File: config.mk
export PLATFORM = sky130hd
export DESIGN_NAME = mouse_packet_tracker
export DESIGN_NICKNAME = d
export VERILOG_FILES = /design/src/rtl/mouse_packet_tracker_pkg.sv /design/src/rtl/mouse_packet_tracker_axis_accum.sv /design/src/rtl/mouse_packet_tracker.sv
export SDC_FILE = /design/constraint.sdc
export NUM_CORES = 1
export LEC_CHECK = 0
export CAP_MARGIN = 20
export CORE_ASPECT_RATIO = 0.6
export CORE_MARGIN = 1.5
export CORE_UTILIZATION = 55
export DETAILED_ROUTE_END_ITERATION = 8
export GPL_ROUTABILITY_DRIVEN = 0
export GPL_TIMING_DRIVEN = 0
export HOLD_SLACK_MARGIN = 0.06
export PLACE_DENSITY = 0.79
export SETUP_SLACK_MARGIN = 0.15
export SYNTH_ARGS = -nofsm -noshare
export SYNTH_HDL_FRONTEND = slang
export SYNTH_SLANG_ARGS = --single-unit
File: constraint.sdc
create_clock -name CLK -period 3.1 [get_ports CLK]
set_input_delay 0.62 -clock CLK [delete_from_list [all_inputs] [get_ports CLK]]
set_output_delay 0.62 -clock CLK [all_outputs]
set_load 0.01 [all_outputs]
File: src/rtl/mouse_packet_tracker_pkg.sv
// Shared types and status-byte layout for the PS/2 mouse packet tracker.
package mouse_pkg;

  typedef enum logic [1:0] {
    WAIT_STATUS,
    WAIT_DX,
    WAIT_DY,
    WAIT_DZ
  } state_t;

  localparam int unsigned STAT_L    = 0;
  localparam int unsigned STAT_R    = 1;
  localparam int unsigned STAT_M    = 2;
  localparam int unsigned STAT_SYNC = 3;
  localparam int unsigned STAT_XS   = 4;
  localparam int unsigned STAT_YS   = 5;
  localparam int unsigned STAT_XO   = 6;
  localparam int unsigned STAT_YO   = 7;

  // Status byte fields retained until commit; the sync bit is not needed after capture.
  typedef struct packed {
    logic yo;
    logic xo;
    logic ys;
    logic xs;
    logic m;
    logic r;
    logic l;
  } status_t;

  function automatic logic signed [8:0] axis_delta(input logic sign, input logic ovf,
                                                   input logic [7:0] mag);
    return ovf ? 9'sd0 : $signed({sign, mag});
  endfunction

endpackage

File: src/rtl/mouse_packet_tracker_axis_accum.sv
// One screen axis: apply a signed 9-bit mouse delta to a position and clamp to 0..LIMIT-1.
module mouse_axis_accum #(
  parameter int unsigned W      = 8,
  parameter int unsigned LIMIT  = 160,
  parameter bit          INVERT = 1'b0
) (
  input  logic [W-1:0]      pos,
  input  logic signed [8:0] delta,
  output logic [W-1:0]      pos_next
);

  // Two guard bits above W cover any 9-bit delta in either direction.
  localparam int unsigned SW = (W + 2 > 10) ? W + 2 : 10;
  localparam logic signed [SW-1:0] MAX_POS = SW'(LIMIT - 1);

  logic signed [SW-1:0] cur;
  logic signed [SW-1:0] step;
  logic signed [SW-1:0] sum;

  always_comb begin
    cur  = $signed({{(SW - W){1'b0}}, pos});
    step = {{(SW - 9){delta[8]}}, delta};
    sum  = INVERT ? (cur - step) : (cur + step);
    if (sum < 0) begin
      pos_next = '0;
    end else if (sum > MAX_POS) begin
      pos_next = MAX_POS[W-1:0];
    end else begin
      pos_next = sum[W-1:0];
    end
  end

endmodule

File: src/rtl/mouse_packet_tracker.sv
// Assembles mouse byte-stream packets and tracks clamped X/Y, wrapping wheel Z and buttons.
module mouse_packet_tracker
  import mouse_pkg::*;
#(
  parameter int unsigned PACKET_BYTES   = 3,
  parameter int unsigned COORD_W        = 8,
  parameter int unsigned LIMIT_X        = 160,
  parameter int unsigned LIMIT_Y        = 120,
  parameter int unsigned WHEEL_W        = 8,
  parameter int unsigned TIMEOUT_CYCLES = 2000000,
  parameter int unsigned INVERT_Y       = 1
) (
  input  logic               CLK,
  input  logic               RESET,
  input  logic               BYTE_READY,
  input  logic [7:0]         BYTE_READ,
  input  logic [1:0]         BYTE_ERROR_CODE,
  input  logic               CENTRE,
  output logic [COORD_W-1:0] MOUSE_X,
  output logic [COORD_W-1:0] MOUSE_Y,
  output logic [WHEEL_W-1:0] MOUSE_Z,
  output logic [2:0]         MOUSE_BUTTONS,
  output logic               PACKET_VALID,
  output logic               SYNC_ERROR
);

  localparam int unsigned CW = $clog2(TIMEOUT_CYCLES + 1);
  localparam logic [CW-1:0] TO_MAX = CW'(TIMEOUT_CYCLES);
  localparam state_t LAST_STATE = (PACKET_BYTES == 4) ? WAIT_DZ : WAIT_DY;
  localparam logic [COORD_W-1:0] CENTRE_X = COORD_W'(LIMIT_X / 2);
  localparam logic [COORD_W-1:0] CENTRE_Y = COORD_W'(LIMIT_Y / 2);

  state_t        state_q, state_d;
  logic [CW-1:0] to_cnt;
  status_t       status_q;
  logic [7:0]    dx_q, dy_q;

  logic commit, sync_err, cap_status, cap_dx, cap_dy, timeout;
  logic [7:0] dy_byte;
  logic [3:0] dz_nib;
  logic signed [8:0] dx, dy;
  logic [WHEEL_W-1:0] dz;
  logic [COORD_W-1:0] x_next, y_next;

  assign timeout = (state_q != WAIT_STATUS) && !BYTE_READY && (to_cnt == TO_MAX);

  always_comb begin
    state_d    = state_q;
    commit     = 1'b0;
    sync_err   = 1'b0;
    cap_status = 1'b0;
    cap_dx     = 1'b0;
    cap_dy     = 1'b0;
    if (BYTE_READY) begin
      if (BYTE_ERROR_CODE != '0) begin
        sync_err = 1'b1;
        state_d  = WAIT_STATUS;
      end else begin
        case (state_q)
          WAIT_STATUS: begin
            if (BYTE_READ[STAT_SYNC]) begin
              cap_status = 1'b1;
              state_d    = WAIT_DX;
            end else begin
              sync_err = 1'b1;
            end
          end
          WAIT_DX: begin
            cap_dx  = 1'b1;
            state_d = WAIT_DY;
          end
          WAIT_DY: begin
            if (LAST_STATE == WAIT_DY) begin
              commit  = 1'b1;
              state_d = WAIT_STATUS;
            end else begin
              cap_dy  = 1'b1;
              state_d = WAIT_DZ;
            end
          end
          WAIT_DZ: begin
            commit  = 1'b1;
            state_d = WAIT_STATUS;
          end
          default: state_d = WAIT_STATUS;
        endcase
      end
    end else if (timeout) begin
      sync_err = 1'b1;
      state_d  = WAIT_STATUS;
    end
  end

  always_ff @(posedge CLK or negedge RESET) begin
    if (!RESET) begin
      state_q <= WAIT_STATUS;
      to_cnt  <= '0;
    end else begin
      state_q <= state_d;
      to_cnt  <= (BYTE_READY || state_q == WAIT_STATUS) ? '0 : to_cnt + CW'(1);
    end
  end

  // The final byte is consumed straight from the input, so the commit needs no extra cycle.
  always_comb begin
    dy_byte = (PACKET_BYTES == 4) ? dy_q : BYTE_READ;
    dz_nib  = (PACKET_BYTES == 4) ? BYTE_READ[3:0] : 4'h0;
    dx      = axis_delta(status_q.xs, status_q.xo, dx_q);
    dy      = axis_delta(status_q.ys, status_q.yo, dy_byte);
    dz      = {{(WHEEL_W - 4){dz_nib[3]}}, dz_nib};
  end

  mouse_axis_accum #(.W(COORD_W), .LIMIT(LIMIT_X), .INVERT(1'b0)) u_axis_x (
    .pos      (MOUSE_X),
    .delta    (dx),
    .pos_next (x_next)
  );

  mouse_axis_accum #(.W(COORD_W), .LIMIT(LIMIT_Y), .INVERT(INVERT_Y != 0)) u_axis_y (
    .pos      (MOUSE_Y),
    .delta    (dy),
    .pos_next (y_next)
  );

  always_ff @(posedge CLK or negedge RESET) begin
    if (!RESET) begin
      status_q      <= '0;
      dx_q          <= '0;
      dy_q          <= '0;
      MOUSE_X       <= CENTRE_X;
      MOUSE_Y       <= CENTRE_Y;
      MOUSE_Z       <= '0;
      MOUSE_BUTTONS <= '0;
      PACKET_VALID  <= 1'b0;
      SYNC_ERROR    <= 1'b0;
    end else begin
      PACKET_VALID <= commit;
      SYNC_ERROR   <= sync_err;
      if (cap_status) begin
        status_q <= '{yo: BYTE_READ[STAT_YO], xo: BYTE_READ[STAT_XO],
                      ys: BYTE_READ[STAT_YS], xs: BYTE_READ[STAT_XS],
                      m:  BYTE_READ[STAT_M],  r:  BYTE_READ[STAT_R],
                      l:  BYTE_READ[STAT_L]};
      end
      if (cap_dx) dx_q <= BYTE_READ;
      if (cap_dy) dy_q <= BYTE_READ;
      if (commit) MOUSE_BUTTONS <= {status_q.m, status_q.r, status_q.l};
      if (CENTRE) begin
        MOUSE_X <= CENTRE_X;
        MOUSE_Y <= CENTRE_Y;
        MOUSE_Z <= '0;
      end else if (commit) begin
        MOUSE_X <= x_next;
        MOUSE_Y <= y_next;
        MOUSE_Z <= MOUSE_Z + dz;
      end
    end
  end

endmodule

==> flow_results.xml <==
<?xml version="1.0" encoding="UTF-8"?>
<metrics>
  <group name="run_status">
    <metric name="run_status" unit="">finished, final reports clean</metric>
  </group>
  <group name="sta">
    <metric name="final-setup-viol-count" unit="">0</metric>
    <metric name="finalClockSkew" unit="ns">0.006287</metric>
    <metric name="slew_violations" unit="">0</metric>
    <metric name="final-hold-violation-count" unit="">0</metric>
    <metric name="worst_pin_slew" unit="ns">0.7222</metric>
    <metric name="post-route-period-util" unit="">0.9411</metric>
    <metric name="grt_setup_unrepaired" unit="">yes</metric>
    <metric name="timing.max_slew.rel_slack" unit="">0.5167</metric>
    <metric name="max_freq" unit="MHz">342.8</metric>
    <metric name="setup_ws" unit="ns">0.1825</metric>
    <metric name="period_minus_slack" unit="ns">2.917</metric>
  </group>
  <group name="synthesis">
    <metric name="synth.top_cells.by_area" unit="">sky130_fd_sc_hd__dfrtp_1 38%, sky130_fd_sc_hd__ha_1 6.9%, sky130_fd_sc_hd__xor2_1 5.1%, sky130_fd_sc_hd__mux2_2 4.9%, sky130_fd_sc_hd__dfstp_2 4.6%</metric>
    <metric name="syn_area_per_cell" unit="um2">9.728</metric>
    <metric name="yosys.cell_types.count" unit="">52</metric>
    <metric name="yosys_most_used_dff" unit="">sky130_fd_sc_hd__dfrtp_1</metric>
    <metric name="synth_top_area_frac" unit="">0.3829</metric>
    <metric name="synth_warnings" unit="">0</metric>
    <metric name="syn_area" unit="mm2">0.003463</metric>
    <metric name="ys_seq_area_frac" unit="">0.4285</metric>
    <metric name="async_reset_ff_frac" unit="">1.000</metric>
    <metric name="edff_count_synth" unit="">0</metric>
    <metric name="postSynthRegisterBits" unit="">59</metric>
    <metric name="synth_area_leader_cell" unit="">sky130_fd_sc_hd__dfrtp_1</metric>
    <metric name="netlist_instances" unit="">356</metric>
  </group>
  <group name="drt">
    <metric name="drtIter0Drc" unit="">201</metric>
    <metric name="detailroute.via_count" unit="">2857</metric>
    <metric name="drtPass1Iterations" unit="">4</metric>
    <metric name="ant_nets" unit="">0</metric>
    <metric name="drcViolationCount" unit="">0</metric>
    <metric name="post_drt_wl_per_cell" unit="um">16.10</metric>
    <metric name="via_per_inst" unit="">5.714</metric>
    <metric name="totalWireLength" unit="mm">8.051</metric>
  </group>
  <group name="grt">
    <metric name="first_global_vias" unit="">2691</metric>
    <metric name="globalRoute.totalOverflow" unit="">0</metric>
    <metric name="initial_antenna_violation_count" unit="">0</metric>
    <metric name="first_pass_grt_wire_length" unit="mm">13.24</metric>
    <metric name="grt_start_max_net_pins" unit="">39</metric>
    <metric name="grtUsageTotal" unit="">0.2562</metric>
  </group>
  <group name="die">
    <metric name="die_width" unit="um">105.4</metric>
    <metric name="floorplan.io_pins" unit="">43</metric>
    <metric name="die-area" unit="mm2">0.006798</metric>
    <metric name="placeableCoreArea" unit="mm2">0.006083</metric>
    <metric name="placement_rows" unit="">22</metric>
    <metric name="die_height" unit="um">64.47</metric>
    <metric name="starting_density" unit="">0.5693</metric>
  </group>
  <group name="layout">
    <metric name="area_delta_synth_final" unit="%">20.70</metric>
    <metric name="finalInstanceArea" unit="mm2">0.004180</metric>
    <metric name="final_nets" unit="">446</metric>
    <metric name="postLayoutCoreUtil" unit="">0.6872</metric>
    <metric name="antenna_cells_inserted" unit="">0</metric>
    <metric name="layout-drive-gt1-share" unit="">0.1635</metric>
    <metric name="post_layout_nonfiller_instances" unit="">500</metric>
  </group>
  <group name="worst_hold_path">
    <metric name="timing.hold.worst.class" unit="">input pin to async pin</metric>
  </group>
  <group name="setup_path">
    <metric name="cp_max_fo" unit="">6</metric>
    <metric name="worst_setup_path_end_kind" unit="">flip-flop</metric>
    <metric name="worstSetupStartpointType" unit="">input pin</metric>
    <metric name="rr_endpoint" unit="">MOUSE_Y[0]$_DFFE_PN0P_</metric>
    <metric name="worst-endpoint-required" unit="ns">3.30</metric>
    <metric name="cell_count_of_the_worst_reg_to_reg_path" unit="">11</metric>
    <metric name="worst-r2r-setup-slack" unit="ns">0.32</metric>
    <metric name="r2r-start" unit="">status_q[6]$_DFFE_PN0P_</metric>
    <metric name="timing_worst_setup_path_type" unit="">input pin to flip-flop</metric>
    <metric name="worst_ep_arrival_time" unit="ns">3.11</metric>
  </group>
  <group name="cts">
    <metric name="clk_pin_slew_worst_paths" unit="ns">0.07</metric>
    <metric name="hold_buffer_count_at_cts" unit="">0</metric>
    <metric name="cts_inserted_buffers" unit="">9</metric>
    <metric name="cts.root.buffer_cell" unit="">sky130_fd_sc_hd__clkbuf_8</metric>
    <metric name="clock_latency_reported_for_the_late_side_of_the_worst_skew_pair" unit="ns">0.34</metric>
    <metric name="ctsHtreeMaxLevel" unit="">3</metric>
    <metric name="clockBufferDepth" unit="">2</metric>
    <metric name="cts.sinks" unit="">59</metric>
    <metric name="tritoncts" unit="">done</metric>
  </group>
  <group name="place">
    <metric name="post-place-ws" unit="ns">-0.4698</metric>
    <metric name="placed_wire_length_estimate_after_detailed_placement" unit="mm">5.853</metric>
    <metric name="place.detailed.instances" unit="">481</metric>
    <metric name="placement.io_buffers" unit="">33</metric>
    <metric name="place_area" unit="mm2">0.003940</metric>
  </group>
  <group name="pwr">
    <metric name="total_power" unit="mW">2.007</metric>
    <metric name="irDropWorstVdd" unit="mV">0.2332</metric>
    <metric name="cellPowerDensity" unit="mW/mm2">480.0</metric>
    <metric name="total_leakage_power" unit="nW">1.829</metric>
  </group>
  <group name="run">
    <metric name="maxCapViolations" unit="">0</metric>
  </group>
</metrics>
through the flow:
| step | hold WS [ns] | TNS (ns) |
|---|---|---|
| 2_1_floorplan | 0.3244 | 0 |
| 3_3_place_gp | 0.4555 | -23.34 |
| 3_5_place_dp | 0.4570 | -2.631 |
| 4_1_cts | 0.2451 | 0 |
| 5_1_grt | 0.2746 | 0 |
| 6_report | 0.2474 | 0 |
critical path: stages:
cell and delay, ns:
sky130_fd_sc_hd__clkdlybuf4s50_1 0.61, sky130_fd_sc_hd__nand2b_1 0.12, sky130_fd_sc_hd__ha_2 0.40, sky130_fd_sc_hd__o211ai_1 0.12
sky130_fd_sc_hd__a21oi_2 0.18, sky130_fd_sc_hd__nor2b_1 0.10, sky130_fd_sc_hd__a32oi_1 0.24, sky130_fd_sc_hd__o2111ai_2 0.29
sky130_fd_sc_hd__nor2_1 0.29, sky130_fd_sc_hd__a311oi_1 0.14
where the power goes:
group / switching, mW / internal [mW]
Clock: 0.297 / 0.354
Sequential: 0.0421 / 0.823
Combinational: 0.272 / 0.218
Total: 0.612 / 1.39
flip-flops by register name (all words and copies together), names as in the netlist:
| register | flops |
|---|---|
| MOUSE_BUTTONS | 3 |
| status_q | 7 |
| SYNC_ERROR | 1 |
| MOUSE_X | 8 |
| PACKET_VALID | 1 |
| to_cnt | 21 |
| dx_q | 8 |
| state_q | 2 |
| MOUSE_Y | 8 |
cell type report:
| cell class | count | area, um2 |
|---|---|---|
| plain buffers | 13 | 80.08 |
| clock buffers | 14 | 172.7 |
| clock inverters | 2 | 10.01 |
| fillers | 479 | 1903 |
| inverters | 10 | 37.54 |
| multi-input cells | 281 | 1928 |
| flip-flops and latches | 59 | 1484 |
| well taps | 84 | 105.1 |
| repair buffers | 37 | 362.8 |
layout by cell type (no fill, tap or decap), types with 2 or more instances in the layout:
cell type and count:
sky130_fd_sc_hd__buf_2 2, sky130_fd_sc_hd__nand2b_1 9, sky130_fd_sc_hd__and3_2 2, sky130_fd_sc_hd__nand2_1 33, sky130_fd_sc_hd__o31ai_1 3, sky130_fd_sc_hd__clkinv_2 2, sky130_fd_sc_hd__clkbuf_1 6, sky130_fd_sc_hd__mux2_2 15
sky130_fd_sc_hd__nand3_1 12, sky130_fd_sc_hd__nand4b_1 2, sky130_fd_sc_hd__a21oi_2 2, sky130_fd_sc_hd__nor2_1 36, sky130_fd_sc_hd__xor2_1 20, sky130_fd_sc_hd__dfstp_2 6, sky130_fd_sc_hd__or4_1 2, sky130_fd_sc_hd__dfrtp_1 53
sky130_fd_sc_hd__clkbuf_8 12, sky130_fd_sc_hd__buf_4 11, sky130_fd_sc_hd__xnor2_1 9, sky130_fd_sc_hd__a21oi_1 27, sky130_fd_sc_hd__inv_1 9, sky130_fd_sc_hd__nor3_1 2, sky130_fd_sc_hd__nand3b_1 2, sky130_fd_sc_hd__o21ai_0 9
sky130_fd_sc_hd__and4_4 3, sky130_fd_sc_hd__nor4_1 3, sky130_fd_sc_hd__a21o_1 6, sky130_fd_sc_hd__nor2b_1 14, sky130_fd_sc_hd__ha_1 18, sky130_fd_sc_hd__o211ai_1 3, sky130_fd_sc_hd__conb_1 8, sky130_fd_sc_hd__o21bai_1 2
sky130_fd_sc_hd__and4_1 2, sky130_fd_sc_hd__a31oi_1 5, sky130_fd_sc_hd__clkdlybuf4s50_1 31, sky130_fd_sc_hd__nand4_1 5, sky130_fd_sc_hd__o21ai_1 3
cells by family (layout without fill, tap and decap cells):
family                   Yosys count  after routing  synth area share
AND/OR/NAND/NOR                  135            135            0.2027
other                              1              8          0.001083
flip-flops                        59             59            0.4285
adder cells (fa/ha/maj)           21             21           0.08020
buffers and inverters             23             76           0.03396
AO/OA/AOI/OAI                     72             72            0.1290
multiplexers                      15             15           0.04877
XOR/XNOR                          30             30           0.07587
metal layers:
layer,vias up,GRT usage,part of all wire
met2,104,0.3636,0.41
li1,1349,-,-
met5,-,0,0
met3,7,0.07746,0.072
met4,0,0.07534,0.0082
met1,1397,0.3768,0.51
cells in the mapped netlist (3+ instances only):
| master | count |
|---|---|
| sky130_fd_sc_hd__inv_1 | 9 |
| sky130_fd_sc_hd__nor4_1 | 3 |
| sky130_fd_sc_hd__buf_4 | 8 |
| sky130_fd_sc_hd__o211ai_1 | 3 |
| sky130_fd_sc_hd__o21ai_0 | 10 |
| sky130_fd_sc_hd__dfstp_2 | 6 |
| sky130_fd_sc_hd__clkbuf_1 | 4 |
| sky130_fd_sc_hd__xor2_1 | 20 |
| sky130_fd_sc_hd__nand2b_1 | 9 |
| sky130_fd_sc_hd__a31oi_1 | 5 |
| sky130_fd_sc_hd__nor2_1 | 36 |
| sky130_fd_sc_hd__and4_4 | 3 |
| sky130_fd_sc_hd__nor2b_1 | 15 |
| sky130_fd_sc_hd__ha_1 | 19 |
| sky130_fd_sc_hd__nand3_1 | 12 |
| sky130_fd_sc_hd__mux2_2 | 15 |
| sky130_fd_sc_hd__a21oi_1 | 29 |
| sky130_fd_sc_hd__nand4_1 | 5 |
| sky130_fd_sc_hd__dfrtp_1 | 53 |
| sky130_fd_sc_hd__a21o_1 | 6 |
| sky130_fd_sc_hd__o31ai_1 | 4 |
| sky130_fd_sc_hd__nand2_1 | 33 |
| sky130_fd_sc_hd__xnor2_1 | 10 |
how the worst max path moves through the flow:
| stage | start | depth (start not counted) | slack (ns) | to |
|---|---|---|---|---|
| CTS | BYTE_READ[3] | 10 | 0.25 | MOUSE_Y[0]$_DFFE_PN0P_ |
| floorplan | BYTE_READ[0] | 11 | 0.53 | MOUSE_Y[0]$_DFFE_PN0P_ |
| detailed placement | BYTE_READ[0] | 12 | -0.47 | MOUSE_Y[1]$_DFFE_PN0P_ |
| global placement | BYTE_READ[0] | 12 | -0.47 | MOUSE_Y[1]$_DFFE_PN0P_ |
| finish | BYTE_READ[3] | 10 | 0.18 | MOUSE_Y[0]$_DFFE_PN0P_ |
| global route | BYTE_READ[2] | 10 | 0.13 | MOUSE_Y[2]$_DFFE_PN1P_ |
what timing repair did:
item | CTS | global route
resized for setup | 7 | 8
pin swaps | 3 | 2
gates cloned | 0 | 0
buffers inserted | 2 | 1
setup endpoints to repair | 7 | 9
Note: power is estimated with default switching activity, not from simulation.
